<file path="src/rtl/crc_pkg.sv">
// Shared definitions for the serial CRC sequencer: FSM state encoding and
// the tick-count / counter-width helpers.
// Latency: n/a (types and constant functions only). Backpressure: n/a.
package crc_pkg;

    typedef enum logic [2:0] {
        ST_IDLE    = 3'd0,
        ST_CLEAR   = 3'd1,
        ST_SHIFT   = 3'd2,
        ST_CAPTURE = 3'd3,
        ST_DONE    = 3'd4
    } crc_state_t;

    // Message bits plus the augmenting zero bits (divisor degree).
    function automatic int crc_n_ticks(input int data_w, input int div_w);
        return data_w + div_w - 1;
    endfunction

    // Wide enough to hold N_TICKS itself (counter overshoots by one).
    function automatic int crc_cnt_width(input int data_w, input int div_w);
        return $clog2(crc_n_ticks(data_w, div_w) + 1);
    endfunction

endpackage

</file>
<file path="src/rtl/crc_seq_ctrl_if.sv">
// Bundle of all handshake, datapath-control and result signals of the CRC
// sequencer. Latency: n/a (wires). Backpressure: valid/ready on both sides.
// Ports: in_* message stream, abort, lfsr_clear/shift_en/shift_bit/crc_rem
// to/from the CRC datapath, out_* result stream, busy status.
interface crc_seq_ctrl_if #(
    parameter int DATA_WIDTH = 16,
    parameter int DIV_WIDTH  = 5
);
    logic                  in_valid;
    logic [DATA_WIDTH-1:0] in_data;
    logic                  in_ready;
    logic                  abort;
    logic                  lfsr_clear;
    logic                  shift_en;
    logic                  shift_bit;
    logic [DIV_WIDTH-2:0]  crc_rem;
    logic                  out_valid;
    logic [DIV_WIDTH-2:0]  out_crc;
    logic                  out_ready;
    logic                  busy;

    // Environment side: message source, datapath and result consumer.
    modport master (
        output in_valid, in_data, abort, crc_rem, out_ready,
        input  in_ready, lfsr_clear, shift_en, shift_bit, out_valid, out_crc, busy
    );

    // Controller side.
    modport slave (
        input  in_valid, in_data, abort, crc_rem, out_ready,
        output in_ready, lfsr_clear, shift_en, shift_bit, out_valid, out_crc, busy
    );
endinterface

</file>
<file path="src/rtl/crc_tick_cnt.sv">
// Shift-tick counter with synchronous clear, enable and terminal-count flag.
// Latency: count updates one cycle after i_en/i_clr. Backpressure: none.
// Ports: i_clr (priority over i_en), i_en, o_tc high while count == TC_VAL.
module crc_tick_cnt #(
    parameter int CNT_W  = 5,
    parameter int TC_VAL = 19
) (
    input  logic clk,
    input  logic rst_n,
    input  logic i_clr,
    input  logic i_en,
    output logic o_tc
);
    logic [CNT_W-1:0] r_cnt;

    always_ff @(posedge clk or negedge rst_n) begin
        if (!rst_n) begin
            r_cnt <= '0;
        end else if (i_clr) begin
            r_cnt <= '0;
        end else if (i_en) begin
            r_cnt <= r_cnt + 1'b1;
        end
    end

    assign o_tc = (r_cnt == CNT_W'(TC_VAL));
endmodule

</file>
<file path="src/rtl/crc_seq_ctrl.sv">
// Sequencer feeding a message word MSB-first plus zero padding into a serial
// CRC datapath, then presenting the captured remainder.
// Latency: handshake in cycle 0 -> out_valid in cycle N_TICKS+3.
// Backpressure: one job at a time; in_ready low while busy, result held until out_ready.
// Ports: clk, rst_n (async active-low), s_bus (controller side of crc_seq_ctrl_if).
module crc_seq_ctrl
    import crc_pkg::*;
#(
    parameter int DATA_WIDTH = 16,
    parameter int DIV_WIDTH  = 5
) (
    input  logic           clk,
    input  logic           rst_n,
    crc_seq_ctrl_if.slave  s_bus
);
    localparam int N_TICKS = crc_n_ticks(DATA_WIDTH, DIV_WIDTH);
    localparam int CNT_W   = crc_cnt_width(DATA_WIDTH, DIV_WIDTH);

    crc_state_t            r_state;
    crc_state_t            w_next;
    logic [DATA_WIDTH-1:0] r_shreg;
    logic [DIV_WIDTH-2:0]  r_out_crc;
    logic                  w_in_ready;
    logic                  w_hs;
    logic                  w_cnt_clr;
    logic                  w_cnt_en;
    logic                  w_cnt_tc;

    // abort gates acceptance so it always wins over a simultaneous in_valid.
    assign w_in_ready = (r_state == ST_IDLE) & ~s_bus.abort;
    assign w_hs       = s_bus.in_valid & w_in_ready;

    crc_tick_cnt #(
        .CNT_W  (CNT_W),
        .TC_VAL (N_TICKS - 1)
    ) u_tick_cnt (
        .clk   (clk),
        .rst_n (rst_n),
        .i_clr (w_cnt_clr),
        .i_en  (w_cnt_en),
        .o_tc  (w_cnt_tc)
    );

    always_comb begin
        w_next    = r_state;
        w_cnt_clr = 1'b0;
        w_cnt_en  = 1'b0;
        case (r_state)
            ST_IDLE: begin
                if (w_hs) w_next = ST_CLEAR;
            end
            ST_CLEAR: begin
                w_cnt_clr = 1'b1;
                w_next    = ST_SHIFT;
            end
            ST_SHIFT: begin
                w_cnt_en = 1'b1;
                if (w_cnt_tc) w_next = ST_CAPTURE;
            end
            ST_CAPTURE: begin
                w_next = ST_DONE;
            end
            ST_DONE: begin
                if (s_bus.out_ready) w_next = ST_IDLE;
            end
            default: begin
                w_next = ST_IDLE;
            end
        endcase
        if (s_bus.abort) w_next = ST_IDLE;
    end

    always_ff @(posedge clk or negedge rst_n) begin
        if (!rst_n) begin
            r_state <= ST_IDLE;
        end else begin
            r_state <= w_next;
        end
    end

    // Left shift with zero fill: after the message bits are consumed the MSB
    // naturally supplies the DIV_WIDTH-1 augmenting zeros.
    always_ff @(posedge clk or negedge rst_n) begin
        if (!rst_n) begin
            r_shreg <= '0;
        end else if (w_hs) begin
            r_shreg <= s_bus.in_data;
        end else if (r_state == ST_SHIFT) begin
            r_shreg <= {r_shreg[DATA_WIDTH-2:0], 1'b0};
        end
    end

    always_ff @(posedge clk or negedge rst_n) begin
        if (!rst_n) begin
            r_out_crc <= '0;
        end else if (r_state == ST_CAPTURE) begin
            r_out_crc <= s_bus.crc_rem;
        end
    end

    // All datapath controls decode from the registered state only.
    assign s_bus.in_ready   = w_in_ready;
    assign s_bus.lfsr_clear = (r_state == ST_CLEAR);
    assign s_bus.shift_en   = (r_state == ST_SHIFT);
    assign s_bus.shift_bit  = (r_state == ST_SHIFT) & r_shreg[DATA_WIDTH-1];
    assign s_bus.out_valid  = (r_state == ST_DONE);
    assign s_bus.out_crc    = r_out_crc;
    assign s_bus.busy       = (r_state != ST_IDLE);
endmodule

</file>
<file path="src/flat_wrapper.sv">
// flat-port wrapper written by rule: the top's interface ports become plain ports
module crc_seq_ctrl_flat import crc_pkg::*;
#(
    parameter int DATA_WIDTH = 16,
    parameter int DIV_WIDTH  = 5
)
  (clk, rst_n, s_bus_in_valid, s_bus_in_data, s_bus_abort, s_bus_crc_rem, s_bus_out_ready, s_bus_in_ready, s_bus_lfsr_clear, s_bus_shift_en, s_bus_shift_bit, s_bus_out_valid, s_bus_out_crc, s_bus_busy);
  crc_seq_ctrl_if #(.DATA_WIDTH(DATA_WIDTH), .DIV_WIDTH(DIV_WIDTH)) s_bus_i ();
  input  logic clk;
  input  logic rst_n;
  input wire logic [$bits(s_bus_i.in_valid)-1:0] s_bus_in_valid;
  input wire logic [$bits(s_bus_i.in_data)-1:0] s_bus_in_data;
  input wire logic [$bits(s_bus_i.abort)-1:0] s_bus_abort;
  input wire logic [$bits(s_bus_i.crc_rem)-1:0] s_bus_crc_rem;
  input wire logic [$bits(s_bus_i.out_ready)-1:0] s_bus_out_ready;
  output wire logic [$bits(s_bus_i.in_ready)-1:0] s_bus_in_ready;
  output wire logic [$bits(s_bus_i.lfsr_clear)-1:0] s_bus_lfsr_clear;
  output wire logic [$bits(s_bus_i.shift_en)-1:0] s_bus_shift_en;
  output wire logic [$bits(s_bus_i.shift_bit)-1:0] s_bus_shift_bit;
  output wire logic [$bits(s_bus_i.out_valid)-1:0] s_bus_out_valid;
  output wire logic [$bits(s_bus_i.out_crc)-1:0] s_bus_out_crc;
  output wire logic [$bits(s_bus_i.busy)-1:0] s_bus_busy;
  assign s_bus_i.in_valid = s_bus_in_valid;
  assign s_bus_i.in_data = s_bus_in_data;
  assign s_bus_i.abort = s_bus_abort;
  assign s_bus_i.crc_rem = s_bus_crc_rem;
  assign s_bus_i.out_ready = s_bus_out_ready;
  assign s_bus_in_ready = s_bus_i.in_ready;
  assign s_bus_lfsr_clear = s_bus_i.lfsr_clear;
  assign s_bus_shift_en = s_bus_i.shift_en;
  assign s_bus_shift_bit = s_bus_i.shift_bit;
  assign s_bus_out_valid = s_bus_i.out_valid;
  assign s_bus_out_crc = s_bus_i.out_crc;
  assign s_bus_busy = s_bus_i.busy;
  crc_seq_ctrl #(.DATA_WIDTH(DATA_WIDTH), .DIV_WIDTH(DIV_WIDTH)) u_core (.clk(clk), .rst_n(rst_n), .s_bus(s_bus_i));
endmodule
</file>
<file path="config.mk">
export PLATFORM = sky130hd
export DESIGN_NAME = crc_seq_ctrl_flat
export DESIGN_NICKNAME = d
export VERILOG_FILES = /design/src/rtl/crc_pkg.sv /design/src/rtl/crc_seq_ctrl_if.sv /design/src/rtl/crc_tick_cnt.sv /design/src/rtl/crc_seq_ctrl.sv /design/src/flat_wrapper.sv
export SDC_FILE = /design/constraint.sdc
export NUM_CORES = 1
export LEC_CHECK = 0
export CAP_MARGIN = 20
export CORE_MARGIN = 2
export CORE_UTILIZATION = 48
export CTS_CLUSTER_SIZE = 16
export DETAILED_ROUTE_END_ITERATION = 10
export PLACE_DENSITY = 0.82
export SYNTH_ARGS = -nofsm -noshare
export SYNTH_HDL_FRONTEND = slang
export SYNTH_SLANG_ARGS = --single-unit
export TNS_END_PERCENT = 50
</file>
<file path="constraint.sdc">
create_clock -name clk -period 1.8 [get_ports clk]
set_input_delay 0.36 -clock clk [delete_from_list [all_inputs] [get_ports clk]]
set_output_delay 0.36 -clock clk [all_outputs]
set_load 0.02 [all_outputs]
</file>
==> metrics.md <==
| Metric | Value |
|---|---|
| First-pass GRT wire length | `between 5 and 6 mm` |
| Vias in the first global route | `1172` |
| Initial Util | `0.501` |
| Tmin final | `1830 ps` |
| Hold_ws | `about 370 ps` |
| Post-synth ARST share | `1.00` |
| Reg area | `slightly above 700 µm²` |
| R2r endpoint | `u_core.r_shreg[0]$_DFFE_PN0P_` |
| Die footprint | `about 0.0033 mm²` |
| Largest net degree at the start of global routing | `29` |
| Setup ws final | `-34.2 ps` |
| DR top layer | `met4` |
| Met1 wire length | `1.39 mm` |
| Crit path to | `s_bus_busy` |
| Synthesized flop and latch total | `28` |
| Post-synth EDFFs | `0` |
| Cts hold-fix bufs | `0` |
| Worst skew pair latency | `340 ps` |
| CTS tree | `yes` |
| Drt wl/cell | `15.8 µm` |
| Most frequent cells in the layout | `clkdlybuf4s50_1, dfrtp_1, buf_4` |
| Reg-to-reg startpoint | `u_core.r_state[1]$_DFFE_PN0P_` |
| Clock Path Buffers | `2` |
| DRT iter0 DRCs | `45` |
| Yosys warns | `0` |
| Final HPWL DP | `about 2.3 mm` |
| Vias/cell | `5.60` |
| Post-DRT Antenna Nets | `0` |
| Max Slew Vio Count | `0` |
| F_max | `545 MHz` |
| Synthesized cell area | `roughly 0.0014 mm²` |
| Tcrit/Tclk final | `1.02` |
| Top FF cell, synth | `dfrtp_1` |
| Final setup viols | `3` |
| Mean Syn Cell Area | `about 11 µm²` |
| Outcome | `finished, violations left` |
| Worst endpoint required time | `around 1400 ps` |
| Final Hold Vio Count | `0` |
| Num CTS Buffers | `3` |
| Via Count | `1142` |
| NumNets Final | `200` |
| Critical path data arrival time | `between 1000 and 1500 ps` |
| RD Place Congestion | `roughly 0.75` |
| Cell row count | `19` |
| Crit path kind | `reg -> out` |
| Core area | `0.00271 mm²` |
| Worst Max-Slew Pin Slew | `356 ps` |
| Max FO, Critical Path | `4` |
| CP max stage cell | `dfrtp_2` |
| Proportion of layout cells with a drive suffix above 1 | `0.266` |
| Met2 wire len | `1.63 mm` |
| Netlist cell types | `35` |
| Leakage Power | `0.839 nW` |
| Crit end category | `primary output` |
| Max-Cap Viols | `0` |
| Commonest non-fill, non-tap cell in the layout | `clkdlybuf4s50_1` |
| Failing checks | `negative setup slack` |
| Sequential share of the synthesized area | `0.516` |
| Clock-pin slew on the worst setup and hold paths | `160 ps` |
| CP max stage delay | `460 ps` |
| Mapped Nets | `149` |
| FILL cells | `210` |
| Finished Cell Area | `0.00190 mm²` |
| Placed Instance Area | `0.00180 mm²` |
| Flop-to-flop setup slack | `120 ps` |
| Routed WL | `3.23 mm` |
| Layout area overhead | `39.7%` |
| Slew HR | `0.763` |
| WL met3 | `152 µm` |
| Hold crit path type | `in -> async` |
| Die W | `57.2 µm` |
| Drt first pass iters | `4` |
| Sinks on Clock Net | `28` |
| Global Route Usage Sum | `0.216` |
| Skew final | `13.7 ps` |
| CP cell instances | `buf_4, or3_4, buf_6` |
| Unrepaired setup endpoints after global routing | `yes` |
| Startpoint class of the critical path | `register` |
| Synth Instances | `123` |
| GRT overflow | `0` |
| Port Buffers | `34` |
| Initial antenna violation count | `0` |
| Clk root buf | `clkbuf_4` |
| Setup crit start | `u_core.r_state[0]$_DFFE_PN0P_` |
| Final Power | `0.00198 W` |
| Power per Cell Area | `1040 mW/mm²` |
| Reg2reg path depth | `5` |
| Multi-input logic area | `553 µm²` |
| Remaining routing DRC violations | `0` |
| Die height | `57.2 µm` |
| H-tree depth | `1` |
| Worst vdd ir | `744 µV` |
| Boundary Pins | `35` |
| # diodes | `0` |
-- how the worst min path moves through the flow --
stage / from / end / slack (ps) / cells past startpoint
after floorplan: rst_n / u_core.r_shreg[0]$_DFFE_PN0P_ / 60 / 0
after global placement: u_core.r_shreg[11]$_DFFE_PN0P_ / u_core.r_shreg[12]$_DFFE_PN0P_ / 470 / 2
after detailed placement: u_core.r_shreg[3]$_DFFE_PN0P_ / u_core.r_shreg[4]$_DFFE_PN0P_ / 480 / 2
after CTS: rst_n / u_core.s_bus.out_crc[2]$_DFFE_PN0N_ / 380 / 2
after global routing: rst_n / u_core.u_tick_cnt.r_cnt[3]$_DFFE_PN0P_ / 380 / 2
final: rst_n / u_core.r_state[2]$_DFFE_PN0P_ / 370 / 2
-- synth_stat cells, drive strengths merged (3+ instances only) --
cell type / count / area, µm²
nor2b: 3 / 18.8
nor3b: 3 / 38.8
a32oi: 14 / 123
o21ai: 14 / 70.1
mux2: 5 / 60.1
nand2: 3 / 13.8
inv: 15 / 56.3
xnor2: 3 / 26.3
dfrtp: 28 / 701
buf: 8 / 53.8
nor2: 4 / 15.0
a22o: 3 / 26.3
-- state kept, by name, summed over array words and instances, names as in the netlist --
register / count
u_core.r_state: 3
u_core.u_tick_cnt.r_cnt: 5
u_core.r_shreg: 16
u_core.s_bus.out_crc: 4
-- kinds of logic (layout without fill, tap and decap cells) --
kind of cell | Yosys count | in the layout | share of synthesized area
compound gates | 37 | 37 | 0.194
fa+ha+maj | 1 | 1 | 0.00922
flops | 28 | 28 | 0.516
simple gates | 23 | 23 | 0.119
xor+xnor | 3 | 3 | 0.0194
buf+inv | 24 | 74 | 0.0839
mux | 7 | 7 | 0.0590
-- layout make-up --
cell class | instances | area share
flip-flops and latches | 28 | 0.371
multi-input cells | 71 | 0.292
repair buffers | 55 | 0.259
inverters | 15 | 0.0297
well taps | 31 | 0.0204
clock inverters | 1 | 0.0158
clock buffers | 3 | 0.0119
-- per-stage QoR --
step / setup TNS, ps / std cells / utilization / worst slack (ps)
after floorplan: 0 / 123 / - / 115
after global placement: -584 / 195 / 0.664 / -273
after detailed placement: -802 / 195 / 0.664 / -287
after CTS: -61.8 / 204 / 0.693 / -40.0
after global routing: -241 / 204 / 0.700 / -75.8
final: -58.6 / 204 / 0.700 / -34.2
-- critical path, delay by kind of cell (launching register included) --
kind                   cells  cell delay (ps)
flip-flops                 1              460
buffers and inverters      2              290
AND/OR/NAND/NOR            1              380
-- report_power, final --
group	total, W	internal, W	switching [W]
sequential	0.000926	0.000810	0.000116
clock	0.000419	0.000225	0.000193
combinational	0.000636	0.000340	0.000296
total	0.00198	0.00138	0.000606
-- metal layers --
metal | global-route usage | vias up
met5 | 0 | -
met2 | 0.389 | 37
li1 | - | 541
met4 | 0.0864 | 0
met1 | 0.252 | 556
met3 | 0.0408 | 8
-- timing repair --
action                     CTS  global route
pin swaps                    1             1
setup endpoints to repair    6             6
gates resized for setup     33             5
buffers inserted             5             0
Note: power is estimated with default switching activity, not from simulation.
